===== config.mk =====
export PLATFORM = sky130hd
export DESIGN_NAME = aes128_inv_fsm
export DESIGN_NICKNAME = d
export VERILOG_FILES = /design/src/rtl/aes128_inv_fsm.sv
export SDC_FILE = /design/constraint.sdc
export NUM_CORES = 2
export LEC_CHECK = 0
export BUFFER_PORTS_ARGS = -buffer_cell sky130_fd_sc_hd__buf_4
export CAP_MARGIN = 10
export CORE_MARGIN = 1
export CORE_UTILIZATION = 45
export CTS_CLUSTER_SIZE = 10
export DETAILED_ROUTE_END_ITERATION = 8
export PLACE_DENSITY = 0.72
export SYNTH_ARGS = -nofsm -noshare
export SYNTH_HDL_FRONTEND = slang
export SYNTH_SLANG_ARGS = --single-unit

===== constraint.sdc =====
create_clock -name clk_i -period 19.6 [get_ports clk_i]
set_input_delay 2.94 -clock clk_i [delete_from_list [all_inputs] [get_ports clk_i]]
set_output_delay 2.94 -clock clk_i [all_outputs]
set_load 0.02 [all_outputs]

===== src/rtl/aes128_inv_fsm.sv =====
// rtl/aes128_inv_fsm.sv - byte-serial AES-128 inverse cipher FSM
// Purpose: decrypts one 128-bit block with a 128-bit key. The final round key
//   is derived forward first, then the ten inverse rounds run one byte per
//   cycle while the key schedule is unwound backwards alongside them.
// Ports:
//   clk_i     clock, all state on rising edge
//   rst_n_i   asynchronous active-low reset
//   start_i   request, accepted only while ready_o is high
//   key_i     cipher key (round key 0), sampled at accept
//   data_i    ciphertext, sampled at accept; [127:120] is state byte 0
//   result_o  plaintext, held until the next completion
//   valid_o   result_o valid; set at completion, cleared on next accept
//   ready_o   idle and able to accept
module aes128_inv_fsm (
  input  logic         clk_i,
  input  logic         rst_n_i,
  input  logic         start_i,
  input  logic [127:0] key_i,
  input  logic [127:0] data_i,
  output logic [127:0] result_o,
  output logic         valid_o,
  output logic         ready_o
);

  localparam logic [3:0] S_WAIT     = 4'd0;
  localparam logic [3:0] S_KEY_FWD  = 4'd1;
  localparam logic [3:0] S_INIT_ARK = 4'd2;
  localparam logic [3:0] S_ISR      = 4'd3;
  localparam logic [3:0] S_ISB      = 4'd4;
  localparam logic [3:0] S_KEY_BACK = 4'd5;
  localparam logic [3:0] S_ARK      = 4'd6;
  localparam logic [3:0] S_IMC      = 4'd7;
  localparam logic [3:0] S_STORE    = 4'd8;

  logic [3:0]   state_q, state_d;
  logic [127:0] st_q, st_d;
  logic [127:0] rk_q, rk_d;
  logic [127:0] snap_q, snap_d;
  logic [127:0] result_q, result_d;
  logic [31:0]  sub_q, sub_d;
  logic [3:0]   round_q, round_d;
  logic [3:0]   byte_q, byte_d;
  logic [3:0]   kstep_q, kstep_d;
  logic         valid_q, valid_d;

  function automatic logic [7:0] xt(input logic [7:0] a);
    return {a[6:0], 1'b0} ^ (a[7] ? 8'h1b : 8'h00);
  endfunction

  function automatic logic [7:0] gf_mul(input logic [7:0] a, input logic [7:0] b);
    logic [7:0] p;
    logic [7:0] aa;
    p  = 8'h00;
    aa = a;
    for (int i = 0; i < 8; i++) begin
      if (b[i]) p = p ^ aa;
      aa = xt(aa);
    end
    return p;
  endfunction

  // Multiplicative inverse as x^254 (maps 0 to 0 as AES requires).
  function automatic logic [7:0] gf_inv(input logic [7:0] x);
    logic [7:0] sq;
    logic [7:0] acc;
    sq  = x;
    acc = 8'h01;
    for (int i = 1; i < 8; i++) begin
      sq  = gf_mul(sq, sq);
      acc = gf_mul(acc, sq);
    end
    return acc;
  endfunction

  function automatic logic [7:0] sbox_fwd(input logic [7:0] x);
    logic [7:0] v;
    v = gf_inv(x);
    return v ^ {v[6:0], v[7]} ^ {v[5:0], v[7:6]} ^ {v[4:0], v[7:5]} ^
           {v[3:0], v[7:4]} ^ 8'h63;
  endfunction

  function automatic logic [7:0] sbox_inv(input logic [7:0] s);
    return gf_inv({s[6:0], s[7]} ^ {s[4:0], s[7:5]} ^ {s[1:0], s[7:2]} ^ 8'h05);
  endfunction

  function automatic logic [7:0] rcon(input logic [3:0] idx);
    case (idx)
      4'd0:    return 8'h01;
      4'd1:    return 8'h02;
      4'd2:    return 8'h04;
      4'd3:    return 8'h08;
      4'd4:    return 8'h10;
      4'd5:    return 8'h20;
      4'd6:    return 8'h40;
      4'd7:    return 8'h80;
      4'd8:    return 8'h1b;
      4'd9:    return 8'h36;
      default: return 8'h00;
    endcase
  endfunction

  // State byte n sits at bits [127-8n -: 8]; ~n*8 gives the low bit index.
  function automatic logic [7:0] pick(input logic [127:0] v, input logic [3:0] idx);
    return v[{~idx, 3'b000} +: 8];
  endfunction

  // Row r of column c is byte 4c+r; row r rotates right by r.
  function automatic logic [127:0] inv_shift_rows(input logic [127:0] s);
    logic [127:0] o;
    o = '0;
    for (int c = 0; c < 4; c++)
      for (int r = 0; r < 4; r++)
        o[127-8*(4*c+r) -: 8] = s[127-8*(4*((c-r+4)%4)+r) -: 8];
    return o;
  endfunction

  logic [31:0]  sb_word;
  logic [1:0]   rot_idx;
  logic [7:0]   sb_in, sb_out, isb_out, mix_out, rc;
  logic [4:0]   sub_lo;
  logic [6:0]   st_lo;
  logic [1:0]   mc_col, mc_row;
  logic [31:0]  w0_new, kf_w1, kf_w2, kf_w3;

  // Forward S-box serves the key schedule only: old w3 going forward,
  // recovered w3 (w3^w2) going backward.
  assign sb_word = (state_q == S_KEY_FWD)  ? rk_q[31:0] :
                   (state_q == S_KEY_BACK) ? (rk_q[31:0] ^ rk_q[63:32]) : 32'h0;
  assign rot_idx = byte_q[1:0] + 2'd1;  // RotWord: slot j takes byte j+1
  assign sb_in   = sb_word[{~rot_idx, 3'b000} +: 8];
  assign sb_out  = sbox_fwd(sb_in);
  assign sub_lo  = {~byte_q[1:0], 3'b000};
  assign st_lo   = {~byte_q, 3'b000};
  assign isb_out = sbox_inv(pick(st_q, byte_q));
  assign rc      = rcon((state_q == S_KEY_FWD) ? kstep_q : round_q);

  // w0 update has the same form in both directions.
  assign w0_new  = rk_q[127:96] ^ sub_q ^ {rc, 24'h0};
  assign kf_w1   = rk_q[95:64] ^ w0_new;
  assign kf_w2   = rk_q[63:32] ^ kf_w1;
  assign kf_w3   = rk_q[31:0] ^ kf_w2;

  assign mc_col  = byte_q[3:2];
  assign mc_row  = byte_q[1:0];
  assign mix_out = gf_mul(pick(snap_q, {mc_col, mc_row}),         8'h0e) ^
                   gf_mul(pick(snap_q, {mc_col, mc_row + 2'd1}),  8'h0b) ^
                   gf_mul(pick(snap_q, {mc_col, mc_row + 2'd2}),  8'h0d) ^
                   gf_mul(pick(snap_q, {mc_col, mc_row + 2'd3}),  8'h09);

  always_comb begin
    state_d  = state_q;
    st_d     = st_q;
    rk_d     = rk_q;
    snap_d   = snap_q;
    result_d = result_q;
    sub_d    = sub_q;
    round_d  = round_q;
    byte_d   = byte_q;
    kstep_d  = kstep_q;
    valid_d  = valid_q;
    case (state_q)
      S_WAIT: begin
        if (start_i) begin
          st_d    = data_i;
          rk_d    = key_i;
          valid_d = 1'b0;
          round_d = 4'd0;
          byte_d  = 4'd0;
          kstep_d = 4'd0;
          state_d = S_KEY_FWD;
        end
      end
      S_KEY_FWD: begin
        if (byte_q == 4'd4) begin
          rk_d   = {w0_new, kf_w1, kf_w2, kf_w3};
          byte_d = 4'd0;
          if (kstep_q == 4'd9) begin
            kstep_d = 4'd0;
            state_d = S_INIT_ARK;
          end else begin
            kstep_d = kstep_q + 4'd1;
          end
        end else begin
          sub_d[sub_lo +: 8] = sb_out;
          byte_d = byte_q + 4'd1;
        end
      end
      S_INIT_ARK: begin
        st_d    = st_q ^ rk_q;
        round_d = 4'd9;
        state_d = S_ISR;
      end
      S_ISR: begin
        st_d    = inv_shift_rows(st_q);
        state_d = S_ISB;
      end
      S_ISB: begin
        st_d[st_lo +: 8] = isb_out;
        byte_d = byte_q + 4'd1;
        if (byte_q == 4'd15) state_d = S_KEY_BACK;
      end
      S_KEY_BACK: begin
        if (byte_q == 4'd4) begin
          rk_d    = {w0_new, rk_q[127:96] ^ rk_q[95:64],
                     rk_q[95:64] ^ rk_q[63:32], rk_q[63:32] ^ rk_q[31:0]};
          byte_d  = 4'd0;
          state_d = S_ARK;
        end else begin
          sub_d[sub_lo +: 8] = sb_out;
          byte_d = byte_q + 4'd1;
        end
      end
      S_ARK: begin
        st_d = st_q ^ rk_q;
        if (round_q == 4'd0) begin
          state_d = S_STORE;
        end else begin
          snap_d  = st_q ^ rk_q;  // column inputs frozen for the serial mix
          state_d = S_IMC;
        end
      end
      S_IMC: begin
        st_d[st_lo +: 8] = mix_out;
        byte_d = byte_q + 4'd1;
        if (byte_q == 4'd15) begin
          round_d = round_q - 4'd1;
          state_d = S_ISR;
        end
      end
      S_STORE: begin
        result_d = st_q;
        valid_d  = 1'b1;
        state_d  = S_WAIT;
      end
      default: state_d = S_WAIT;
    endcase
  end

  always_ff @(posedge clk_i or negedge rst_n_i) begin
    if (!rst_n_i) begin
      state_q  <= S_WAIT;
      st_q     <= '0;
      rk_q     <= '0;
      snap_q   <= '0;
      result_q <= '0;
      sub_q    <= '0;
      round_q  <= '0;
      byte_q   <= '0;
      kstep_q  <= '0;
      valid_q  <= 1'b0;
    end else begin
      state_q  <= state_d;
      st_q     <= st_d;
      rk_q     <= rk_d;
      snap_q   <= snap_d;
      result_q <= result_d;
      sub_q    <= sub_d;
      round_q  <= round_d;
      byte_q   <= byte_d;
      kstep_q  <= kstep_d;
      valid_q  <= valid_d;
    end
  end

  assign result_o = result_q;
  assign valid_o  = valid_q;
  assign ready_o  = (state_q == S_WAIT);

endmodule


* Yosys cells after proc, flatten, opt, wreduce, memory -nomap -nowiden
Memory sizes are Yosys's and may differ from the RTL's.
Index checks and enable logic that the tools add are counted.
** Word-level totals
- Output and inout bits :: 130
- Logic and storage cells :: 944
- Latch bits :: 0
- Bits in writable memories :: 0
- Memories kept :: 1
- Memory bits (read-only) :: 128
- Register bits after elaboration :: 561
** Memories
- (name not given) :: words 16, bits a word 8, read ports 1, clocked after Yosys merged registers in 0, wr ports 0, line 87 : case (idx)
** Operators by class
- Bitwise operators :: 426
- Mux-type cells :: 448
- Magnitude comparators :: 0
- Add/sub/neg operators :: 8
- Divide/modulo/power cells :: 0
- Reduce and logical (&&, ||, !) cells :: 22
- Equality and inequality tests :: 17
- Shift-type cells :: 11
- $mul :: 0
** Operators with widths (number)
- $mux 8 :: 210
- $xor 8x8->8 :: 198
- $xor 8x5->8 :: 194
- $mux 5 :: 196
- $pmux 128 s5 :: 1
- $shiftx 128x8->8 :: 5
- $mux 128 :: 4
- $pmux 128 s3 :: 1
- $bwmux 128 :: 2
- $shiftx 8x9->128 :: 2
- $xor 32x32->32 :: 8
- $shift 8x9->128 const A :: 1
- $xor 128x128->128 :: 1
- $mux 32 :: 2
- $mux 4 :: 15
- $bwmux 32 :: 1
- $pmux 4 s8 :: 1
- $shift 8x7->32 const A :: 1
- $shiftx 32x6->8 :: 1
- $shiftx 8x7->32 :: 1
- $pmux 4 s3 :: 2
- $eq 4x3->1 const B :: 5
- $not 4->4 :: 5
- $mux 7 :: 2
- other kinds (30) :: 73

* Depth between registers and ports, before layout
- Word-level depth :: 138
- Depth in mapped cells :: 78
- Mapped depth without buffers :: 65

* Worst setup path after synthesis
No wires, ideal clock.
- Kind :: flip-flop to flip-flop
- Start point :: register byte_q[0]
- End point :: register st_q[10]
- Arrival time :: 16.698 ns
- Path buffers :: 14
- Library setup time :: 0.131 ns
- Cell stages (with the launch flop) :: 73
- Required time :: 19.469 ns
- Slack :: 2.771 ns
- Period minus slack after synthesis :: 16.829 ns
- Path through :: dfrtp_1 > buf_4 > mux4_2 > a22oi_1 > nand3_4 > xnor2_2 > xnor2_1 > buf_2 > ha_1 > clkbuf_1 > nand2_1 > xnor2_2 > inv_2 > clkbuf_1 > clkbuf_1 > ha_1 > clkbuf_1 > xnor3_1 > [37 not listed] > mux2i_1 > xor2_1 > o21ai_2 > xnor2_1 > and4_1 > a41o_1 > o41ai_1 > a21oi_1 > or4_1 > a21oi_1 > or3_1 > clkbuf_2 > a21oi_1 > xnor2_2 > buf_2 > o21ai_1 > a221oi_1 > nor3_1
** Between the ends
- Longest elaborated chain between the ends :: 132
- Elaborated cells between the ends (all ways) :: 441
** Ends and longest elaborated chain
- from (decl) :: line 42 : logic [3:0] byte_q, byte_d;
- from (signal assigned) :: line 259 : byte_q <= byte_d;
- $not 4->4 :: line 104, 133
- $shiftx 128x8->8 :: line 104 : return v[{~idx, 3'b000} +: 8];
- $xor 8x8->8 (2 in series) :: line 83 : return gf_inv({s[6:0], s[7]} ^ {s[4:0], s[7:5]} ^ {s[1:0], s[7:2]} ^ 8'h05);
- $not 2->2 (no source line)
- $mux 8 :: line 56 : if (b[i]) p = p ^ aa;
- $xor 8x8->8 :: line 56
- $mux 8 :: line 56
- $xor 8x8->8 :: line 56
- [115 not listed]
- $mux 8 :: line 56
- $xor 8x8->8 :: line 56
- $mux 8 :: line 56
- $xor 8x8->8 :: line 56
- $mux 8 :: line 56
- $shiftx 8x9->128 :: line 198 : st_d[st_lo +: 8] = isb_out;
- $bwmux 128 :: line 198
- $pmux 128 s5 * :: line 161 : case (state_q)
- to (signal assigned) :: line 253 : st_q <= st_d;
- to (decl) :: line 36 : logic [127:0] st_q, st_d;
Mark *: on every way between the ends. The rest lies on a longest branch, timed or not.
A chain may end at the register's enable or synchronous reset.

* Final worst setup path
- Start point :: register byte_q[0]
- End point :: register st_q[119]
The elaborated chain is that of the path after synthesis.

==> flow_summary.toml <==
[outcome]
status = "finished with violations"
violations = "DRC"

[timing]
rsz0062_at_grt = "no"
hold_violations = 0
slew_viol_final = 0
period_needed_ps = 18610
worst_slew_margin_rel_pct = 9.504
worst_slew_pin_slew_ps = 1357
period_share_pct = 94.93
setup_violations = 0
fin_skew_ps = 51.50
setup_slack_ps = 993.0
fmax_mhz = 53.74
tns_ps = 0

[critical_path]
cp_top_family = "XOR/XNOR gates"
start_kind = "flip-flop"
crit_buf_inv = 6
critical_path_class = "reg -> reg"
critPathSlowestCell = "dfrtp_4"
reg2reg_to = "st_q[119]"
critPathMaxStageDelay_ps = 690
path_common_cell = "xnor2_1"
cp_data_required_time_ps = 20150
crit_path_end_kind = "flip-flop"
path_max_fanout = 24
regToRegSetupSlack_ps = 990
crit_cells = 63
crit_arrival_ps = 19150
rr_startpoint = "byte_q[0]"
ff2ff_path_depth = 63

[worst_hold_path]
holdPathStages = 1
min_from = "valid_o"
hold_path.class = "reg -> reg"
min_to = "valid_o"

[drt]
drtAntennaViolNets = 0
drc = 76
routed_wl_mm = 286.2
drt_iter0_drc = 9008
wl_per_cell_um = 28.77
avgViaCountPerCell = 6.579
drt-pass1-iter-count = 9
vias = 65460

[clock_network]
cts-root-buf = "clkbuf_16"
clk_path_buf_depth = 3
ctsHtreeMaxLevel = 3
clkTransAtPathRegs_ps = 70
cts.sinks = 561
cts_tree = "done"
clk-insertion-delay-late_ps = 680
ctsHoldBuffers = 0
cts_made_buffers = 71

[global_route]
antenna_found_initial = 32
grt_max_degree = 100
overflow = 0
grt_pass1_vias = 60450
grt_pass1_wl_mm = 414.5
grtUsageTotal_pct = 37.78

[floorplanning]
start_util_pct = 45.38
die_y_um = 382.6
die_area_um2 = 146400
die_w_um = 382.6
rows = 139
core-area_um2 = 143700
io_pins = 389

[synth]
seq_area_frac_synth_pct = 21.54
synth_edf_count = 0
ys_types = 120
synth_top_flop_cell = "dfrtp_1"
synth_area_um2 = 65190
syn_nets = 8130
syn_area_per_cell_um2 = 8.306
synth-seq-cells = 561
async_flop_share_pct = 100.0
synthTopCellsByArea = "dfrtp_1, xnor2_1, mux4_2, xor2_1, nor2_1"
synth_top_cell_by_area = "dfrtp_1"
netlist.area_leader.share_pct = 21.54
synthCells = 7848
yosysWarnings = 0

[finish]
nets = 8268
layout.cells.non_filler = 9950
synthToLayoutAreaGrowth_pct = 12.00
regArea_um2 = 14050
fill_cells = 13560
drive_gt1_share_pct = 17.98
fin_util_pct = 50.82
multi_input_area_um2 = 48720

[pwr]
p_per_area_nw_per_um2 = 43.77
p_leak_nw = 29.51
peakVddDrop_mv = 0.06619
p_total_mw = 3.195

[place]
numPortBuffers = 388
post-place-ws_ps = 122.6
place_inst = 9811
dpl.hpwl_mm = 216.3
place_congestion = 1.062

[run]
cap_violations = 0
==> layer usage <==
metal | GRT usage, % | wire, um | up-vias | part of all wire [%]
met5 | 0 | 26 | - | 0.0091
met4 | 26.01 | 24770 | 6 | 8.7
met3 | 11.65 | 36890 | 1000 | 13
met2 | 54.51 | 118100 | 4572 | 41
met1 | 48.02 | 106400 | 31640 | 37
li1 | - | - | 28240 | -
==> area by class of cell <==
cell class                 instances  share of cell area, %
antenna                           25                0.08569
multi-input combinational       6561                  66.73
sequential                       561                  19.25
tap                             1903                  3.261
inverter                         109                 0.5655
timing repair buffer             682                  7.076
clock inverter                     9                 0.1868
clock buffer                     100                  2.848
==> flip-flops by register name, summed over array words and instances, names as in the netlist, 32 cells and up <==
name,count
result_o,128
rk_q,128
snap_q,128
st_q,128
sub_q,32
==> layout by cell type, fill, tap and decap left out, types with 30 or more instances in the layout <==
cell type / n
o22ai_1: 80
buf_4: 676
xor2_1: 384
a21oi_1: 395
dfrtp_1: 557
mux2_2: 228
or3_1: 56
o221ai_1: 48
a22oi_1: 101
a31oi_1: 70
o211ai_1: 49
xnor3_1: 89
xnor2_1: 1019
nor2_1: 887
nor3_1: 197
inv_1: 96
and3_1: 35
nand2b_1: 43
clkbuf_16: 74
a211oi_1: 66
mux2i_1: 119
nand2_1: 749
nor2b_1: 38
xnor2_2: 101
a21o_1: 30
a222oi_1: 35
mux4_2: 160
a221oi_1: 136
o21ai_0: 562
o21ai_1: 136
and2_1: 36
nand3_1: 189
==> report_power, final <==
part	switching [mW]	internal (mW)
combinational	0.356	0.211
sequential	0.120	1.20
clock	0.562	0.749
total	1.04	2.16
==> worst reg2reg max path: cells and delay by family (launching register included) <==
family                   cells  cell delay [ps]
AO/OA/AOI/OAI                6              830
XOR/XNOR                    34            11380
adder cells (fa/ha/maj)      2              830
buffers and inverters        6             1330
flip-flops                   1              690
multiplexers                 3              980
AND/OR/NAND/NOR             12             2450
==> Yosys cell counts, types with 17 or more instances <==
cell / number
mux2i_1: 120
nor2b_1: 38
nand3_1: 189
a221oi_1: 137
xnor3_1: 90
o31ai_1: 18
xnor2_4: 18
xor2_1: 388
inv_1: 97
a22oi_1: 101
nand2_1: 752
mux4_2: 160
nor4_1: 17
and2_1: 38
o221ai_1: 48
mux2_2: 228
a31oi_1: 70
clkbuf_1: 447
nand2b_1: 44
o22ai_1: 80
a32oi_1: 17
buf_4: 18
buf_2: 85
a21oi_1: 396
xnor2_2: 80
xnor2_1: 1048
xor2_2: 17
nand4_1: 17
nor2_1: 894
a221o_1: 21
a211oi_1: 66
ha_1: 23
o21ai_0: 563
a21o_1: 30
dfrtp_1: 561
a222oi_1: 35
and3_1: 35
o21ai_1: 136
nor3_1: 202
or3_1: 57
o211ai_1: 49
buf_1: 61
==> cells by family (layout without fill, tap and decap cells) <==
logic type	after synthesis	after routing	synth area share, %
and+or+nand+nor	2369	2369	15.91
AOI/OAI and AO/OA	1989	1989	19.67
xor gates and xnor gates	1666	1666	26.51
buffers and inverters	726	900	4.507
DFF	561	561	21.54
muxes	513	513	11.42
adders and majority gates	24	24	0.4568
other	0	25	0
==> how the worst max path moves through the flow <==
stage                     startpoint         to  slack (ps)
after floorplan            byte_q[0]   st_q[10]        2770
after global placement     byte_q[1]  sub_q[14]         230
after detailed placement   byte_q[1]  sub_q[14]         120
after CTS                  byte_q[1]  sub_q[14]          20
after global routing       byte_q[0]   st_q[22]          30
final                      byte_q[0]  st_q[119]         990
==> what timing repair did <==
item	in CTS	in global routing
gates resized for setup	0	44
endpoints found under the setup margin	0	160
buffers inserted	0	2
hold endpoints to repair	0	0
==> stage by stage <==
stage / hold WS [ps] / cell area (um2)
4_1_cts: 501.0 / 72620
6_report: 495.7 / 73010
3_3_place_gp: 484.2 / 70400
5_1_grt: 520.4 / 73000
2_1_floorplan: 468.9 / 65190
3_5_place_dp: 489.2 / 70400
(Power assumes the default switching activity.)
